==> config.mk <==
export PLATFORM = sky130hd
export DESIGN_NAME = spi_target
export DESIGN_NICKNAME = d
export VERILOG_FILES = /design/src/rtl/spi_target_pkg.sv /design/src/rtl/spi_sync.sv /design/src/rtl/spi_target.sv
export SDC_FILE = /design/constraint.sdc
export NUM_CORES = 1
export LEC_CHECK = 0
export BUFFER_PORTS_ARGS = -buffer_cell sky130_fd_sc_hd__buf_2
export CAP_MARGIN = 30
export CORE_ASPECT_RATIO = 1.1
export CORE_MARGIN = 4
export CORE_UTILIZATION = 30
export CTS_CLUSTER_SIZE = 20
export DETAILED_ROUTE_END_ITERATION = 6
export PLACE_DENSITY = 0.44
export SLEW_MARGIN = 20
export SYNTH_ARGS = -nofsm -noshare
export SYNTH_HDL_FRONTEND = slang
export SYNTH_HIERARCHICAL = 1
export SYNTH_SLANG_ARGS = --single-unit
==> constraint.sdc <==
create_clock -name CLK -period 3.9 [get_ports CLK]
set_input_delay 0.39 -clock CLK [delete_from_list [all_inputs] [get_ports CLK]]
set_output_delay 0.39 -clock CLK [all_outputs]
set_load 0.1 [all_outputs]
==> src/rtl/spi_target_pkg.sv <==
// Shared definitions for the SPI target: command codes and protocol states.
package spi_target_pkg;

  localparam logic [7:0] CMD_WRITE = 8'h02;
  localparam logic [7:0] CMD_READ  = 8'h03;

  typedef enum logic [2:0] {
    ST_IDLE,
    ST_CMD,
    ST_ADDR,
    ST_RDATA,
    ST_WDATA,
    ST_IGNORE
  } state_t;

endpackage

==> src/rtl/spi_sync.sv <==
// Multi-flop synchronizer for one SPI pin, with a previous-value flop for edge detection.
module spi_sync #(
  parameter int SYNC = 2
) (
  input  logic CLK,
  input  logic RST,
  input  logic i_d,
  output logic o_level,
  output logic o_rise,
  output logic o_fall
);

  logic [SYNC-1:0] r_chain;
  logic            r_prev;

  // Resetting to 0 means a select already held low across reset never shows up as a fall.
  always_ff @(posedge CLK or posedge RST) begin
    if (RST) begin
      r_chain <= '0;
      r_prev  <= 1'b0;
    end else begin
      r_chain <= {r_chain[SYNC-2:0], i_d};
      r_prev  <= r_chain[SYNC-1];
    end
  end

  assign o_level = r_chain[SYNC-1];
  assign o_rise  = r_chain[SYNC-1] & ~r_prev;
  assign o_fall  = ~r_chain[SYNC-1] & r_prev;

endmodule

==> src/rtl/spi_target.sv <==
// SPI target (CPHA=0, CPOL latched at select) fronting a byte-addressed register file.
module spi_target
  import spi_target_pkg::*;
#(
  parameter int AW   = 4,
  parameter int SYNC = 2
) (
  input  logic          CLK,
  input  logic          RST,
  input  logic          SCK,
  input  logic          MOSI,
  input  logic          nSS,
  output logic          MISO,
  output logic          MISO_OE,
  input  logic [AW-1:0] LADDR,
  output logic [7:0]    LDATA,
  output logic          WSTB,
  output logic [AW-1:0] WADDR,
  output logic [7:0]    WDATA,
  output logic          BUSY
);

  logic w_sckLvl, w_sckRise, w_sckFall;
  logic w_mosiLvl, w_mosiRise, w_mosiFall;
  logic w_nssLvl, w_nssRise, w_nssFall;
  logic w_unused;

  spi_sync #(.SYNC(SYNC)) u_syncSck (
    .CLK(CLK), .RST(RST), .i_d(SCK),
    .o_level(w_sckLvl), .o_rise(w_sckRise), .o_fall(w_sckFall)
  );

  spi_sync #(.SYNC(SYNC)) u_syncMosi (
    .CLK(CLK), .RST(RST), .i_d(MOSI),
    .o_level(w_mosiLvl), .o_rise(w_mosiRise), .o_fall(w_mosiFall)
  );

  spi_sync #(.SYNC(SYNC)) u_syncNss (
    .CLK(CLK), .RST(RST), .i_d(nSS),
    .o_level(w_nssLvl), .o_rise(w_nssRise), .o_fall(w_nssFall)
  );

  assign w_unused = w_mosiRise | w_mosiFall | w_nssLvl;

  state_t        r_state;
  logic          r_cpol;
  logic [2:0]    r_bitCnt;
  logic [7:0]    r_rxShift;
  logic [7:0]    r_txShift;
  logic [AW-1:0] r_ptr;
  logic          r_isWrite;
  logic          r_miso;
  logic          r_wstb;
  logic [AW-1:0] r_waddr;
  logic [7:0]    r_wdata;
  logic [7:0]    r_mem [2**AW];

  logic       w_lead, w_trail;
  logic [7:0] w_rxByte;
  logic [7:0] w_rdByte;

  assign w_lead   = r_cpol ? w_sckFall : w_sckRise;
  assign w_trail  = r_cpol ? w_sckRise : w_sckFall;
  assign w_rxByte = {r_rxShift[6:0], w_mosiLvl};
  assign w_rdByte = r_mem[r_ptr];

  // Deselect is checked first so it overrides any SCK edge seen in the same cycle.
  always_ff @(posedge CLK or posedge RST) begin
    if (RST) begin
      r_state   <= ST_IDLE;
      r_cpol    <= 1'b0;
      r_bitCnt  <= '0;
      r_rxShift <= '0;
      r_txShift <= '0;
      r_ptr     <= '0;
      r_isWrite <= 1'b0;
      r_miso    <= 1'b1;
      r_wstb    <= 1'b0;
      r_waddr   <= '0;
      r_wdata   <= '0;
    end else begin
      r_wstb <= 1'b0;
      if (w_nssRise) begin
        r_state  <= ST_IDLE;
        r_bitCnt <= '0;
        r_miso   <= 1'b1;
      end else if (w_nssFall && r_state == ST_IDLE) begin
        r_state  <= ST_CMD;
        r_cpol   <= w_sckLvl;
        r_bitCnt <= '0;
      end else if (r_state != ST_IDLE && r_state != ST_IGNORE) begin
        if (w_lead) begin
          r_rxShift <= w_rxByte;
          r_bitCnt  <= r_bitCnt + 3'd1;
          if (r_bitCnt == 3'd7) begin
            case (r_state)
              ST_CMD: begin
                if (w_rxByte == CMD_WRITE) begin
                  r_isWrite <= 1'b1;
                  r_state   <= ST_ADDR;
                end else if (w_rxByte == CMD_READ) begin
                  r_isWrite <= 1'b0;
                  r_state   <= ST_ADDR;
                end else begin
                  r_state <= ST_IGNORE;
                end
              end
              ST_ADDR: begin
                r_ptr   <= w_rxByte[AW-1:0];
                r_state <= r_isWrite ? ST_WDATA : ST_RDATA;
                r_miso  <= 1'b1;
              end
              ST_WDATA: begin
                r_wstb  <= 1'b1;
                r_waddr <= r_ptr;
                r_wdata <= w_rxByte;
                r_ptr   <= r_ptr + AW'(1);
              end
              default: ;
            endcase
          end
        end else if (w_trail && r_state == ST_RDATA) begin
          // A zero bit count marks a byte boundary, so fetch the next register.
          if (r_bitCnt == 3'd0) begin
            r_miso    <= w_rdByte[7];
            r_txShift <= {w_rdByte[6:0], 1'b0};
            r_ptr     <= r_ptr + AW'(1);
          end else begin
            r_miso    <= r_txShift[7];
            r_txShift <= {r_txShift[6:0], 1'b0};
          end
        end
      end
    end
  end

  // Commit lands one cycle after the strobe so a same-address local read sees old then new.
  always_ff @(posedge CLK) begin
    if (r_wstb) r_mem[r_waddr] <= r_wdata;
  end

  assign LDATA   = r_mem[LADDR];
  assign MISO    = (r_state == ST_RDATA) ? r_miso : 1'b1;
  assign MISO_OE = (r_state != ST_IDLE);
  assign BUSY    = (r_state != ST_IDLE);
  assign WSTB    = r_wstb;
  assign WADDR   = r_waddr;
  assign WDATA   = r_wdata;

endmodule

==> impl_metrics.csv <==
group,metric,value,unit
worst_setup_path,cp_top_family,"buffers and inverters",
clock_network,cts_tree,"done",
worst_hold_path,min_path_type,"primary input to flip-flop",
drt,drtAntennaViolNets,0,
synthesis,syn-cell-area,0.008063,mm2
worst_setup_path,worstSetupPathType,"primary input to output pin",
drt,drt_pass1_iterations,4,
grt,antenna_found_initial,0,
synthesis,syn_avg_cell_area,17.45,um2
die,die_area,0.02957,mm2
worst_setup_path,critical-path-max-stage-delay,0.52,ns
synthesis,synth_fp_nets,476,
synthesis,synth_cells,462,
worst_setup_path,slowest_stage,"mux4_2",
drt,drt-initial-drc-count,345,
worst_setup_path,crit_start,"LADDR[0]",
worst_hold_path,min_path_cells,1,
worst_setup_path,critical_path.max_fanout,18,
pwr,power_density,510.9,mW/mm2
worst_hold_path,hold_start,"MOSI",
die,die_width,164.3,um
pwr,p_leak,3.404,nW
timing,final-hold-violation-count,0,
synthesis,yosysWarnings,6,
clock_network,cts_buffers,17,
placement,placed_cell_area,0.008740,mm2
finish,fin_nets,524,
timing,rsz0062_at_grt,"no",
clock_network,clkTransAtPathRegs,0.08,ns
placement,io_buffers,32,
die,num_rows,62,
worst_setup_path,end_kind,"output pin",
finish,design_area,0.009364,mm2
die,start_util,0.3066,
finish,multiInputGateArea,0.002850,mm2
finish,register_area,0.005047,mm2
timing,period_share,0.7393,
pwr,power,0.004784,W
clock_network,clkSinkCount,176,
placement,dp_hpwl,13980,um
worst_setup_path,worst-r2r-cell-count,6,
run_status,status,"finished clean",
worst_setup_path,required,3.51,ns
finish,mostFrequentLayoutCells,"edfxtp_1 (128), mux4_2 (72), dfrtp_1 (46)",
finish,n_fill_cell,2483,
drt,vias,4531,
drt,drc,0,
finish,diodes,0,
grt,globalRouteOverflowTotal,0,
worst_setup_path,cp-start-kind,"primary input",
clock_network,htree_levels,4,
clock_network,cts_resized,0,
worst_setup_path,crit_buf_inv,3,
finish,area_growth,16.14,%
die,pin_count,33,
clock_network,clk_latency,0.43,ns
finish,drive_gt1_frac,0.3786,
timing,max_slew_margin,0.4097,
drt,wire_per_inst,23.71,um
worst_setup_path,path_depth,5,
pwr,ir_drop,0.0002430,V
timing,clock.fmax,346.8,MHz
clock_network,cts.path.max_buffers,2,
flow_run,maxCapViolations,0,
clock_network,clockRootBuffer,"clkbuf_16",
timing,period_needed,2.883,ns
drt,vias_per_cell,5.178,
grt,first_global_vias,4795,
placement,gp_congestion,0.7716,
timing,setup-tns-final,0,ns
timing,finalSetupViolCount,0,
grt,grt_usage,0.1450,
worst_setup_path,arrival,2.49,ns
grt,grt_max_degree,33,
die,core-area,0.02630,mm2
die,die_h,179.9,um
worst_setup_path,timing.rr.start,"r_ptr[0]",
timing,tightest_slew,0.8855,ns
finish,mostFrequentLayoutCell,"edfxtp_1",
timing,slew_violations,0,
timing,skew,0.01830,ns
drt,routed_wl,20750,um
grt,grt_pass1_wl,31390,um
worst_setup_path,path_cells,"buf_2 -> buf_12 -> mux4_2 -> mux4_2 -> buf_2",
-- worst paths after layout --
check	slack, ns	endpoint
setup / recovery	1.02	LDATA[4]
hold / removal	0.06	u_syncMosi/r_chain[0]
setup reg to reg	1.51	r_txShift[4]
hold reg to reg	0.35	u_syncNss/r_chain[1]
max in group asynchronous	2.60	r_ptr[0]
min in group asynchronous	0.38	u_syncMosi/r_chain[0]
-- flip-flops by register name, summed over array words and instances, names as in the netlist --
register and flops:
WADDR 4, WDATA 8, WSTB 1, r_bitCnt 3
r_cpol 1, r_isWrite 1, r_mem 128, r_miso 1
r_ptr 4, r_rxShift 7, r_state 3, r_txShift 7
u_syncMosi/r_chain 2, u_syncNss/r_chain 2, u_syncNss/r_prev 1, u_syncSck/r_chain 2
u_syncSck/r_prev 1
-- worst reg2reg max path, stage by stage (launching register included) --
cell and delay [ns]:
dfrtp_2 0.83, buf_4 0.33, mux4_2 0.53, o22ai_1 0.20, nor3_1 0.11, a21oi_1 0.16, a21oi_1 0.09
-- repair_timing --
| item | 4_1_cts | 5_1_grt |
|---|---|---|
| setup buffers | 0 | 0 |
| hold buffers | 1 | 0 |
| endpoints found under the hold margin | 16 | 0 |
| setup endpoints to repair | 0 | 0 |
-- power by group --
group / total [W] / switching [W] / internal (W) / leakage (nW)
Sequential: 0.00226 / 0.000172 / 0.00209 / 1.96
Clock: 0.00177 / 0.000787 / 0.000981 / 0.305
Combinational: 0.000759 / 0.000457 / 0.000302 / 1.14
Total: 0.00478 / 0.00142 / 0.00337 / 3.40
-- per-layer routing --
metal / share of wire / track usage / vias to the layer above
met4: 0.0076 / 0.02819 / 0
met1: 0.44 / 0.2036 / 2447
li1: - / - / 1969
met2: 0.50 / 0.2366 / 103
met3: 0.047 / 0.02726 / 12
met5: 0 / 0 / -
-- metrics by stage --
| step | utilization | worst slack (ns) | hold slack (ns) | std cells |
|---|---|---|---|---|
| floorplan | - | 1.331 | 0.1312 | 462 |
| global placement | 0.3318 | 1.003 | 0.2731 | 840 |
| detailed placement | 0.3323 | 0.9637 | 0.2829 | 842 |
| CTS | 0.3561 | 0.9672 | 0.03515 | 875 |
| global route | 0.3561 | 0.9096 | 0.03355 | 875 |
| finish | 0.3561 | 1.017 | 0.06047 | 875 |
-- area by class of cell --
cell class                 instances  area share
multi-input combinational        247      0.3044
tap                              352     0.04703
clock buffer                      17     0.04543
sequential                       176      0.5390
clock inverter                    15     0.02018
timing repair buffer              59     0.04035
inverter                           9    0.003608
Note: power is estimated with default switching activity, not from simulation.
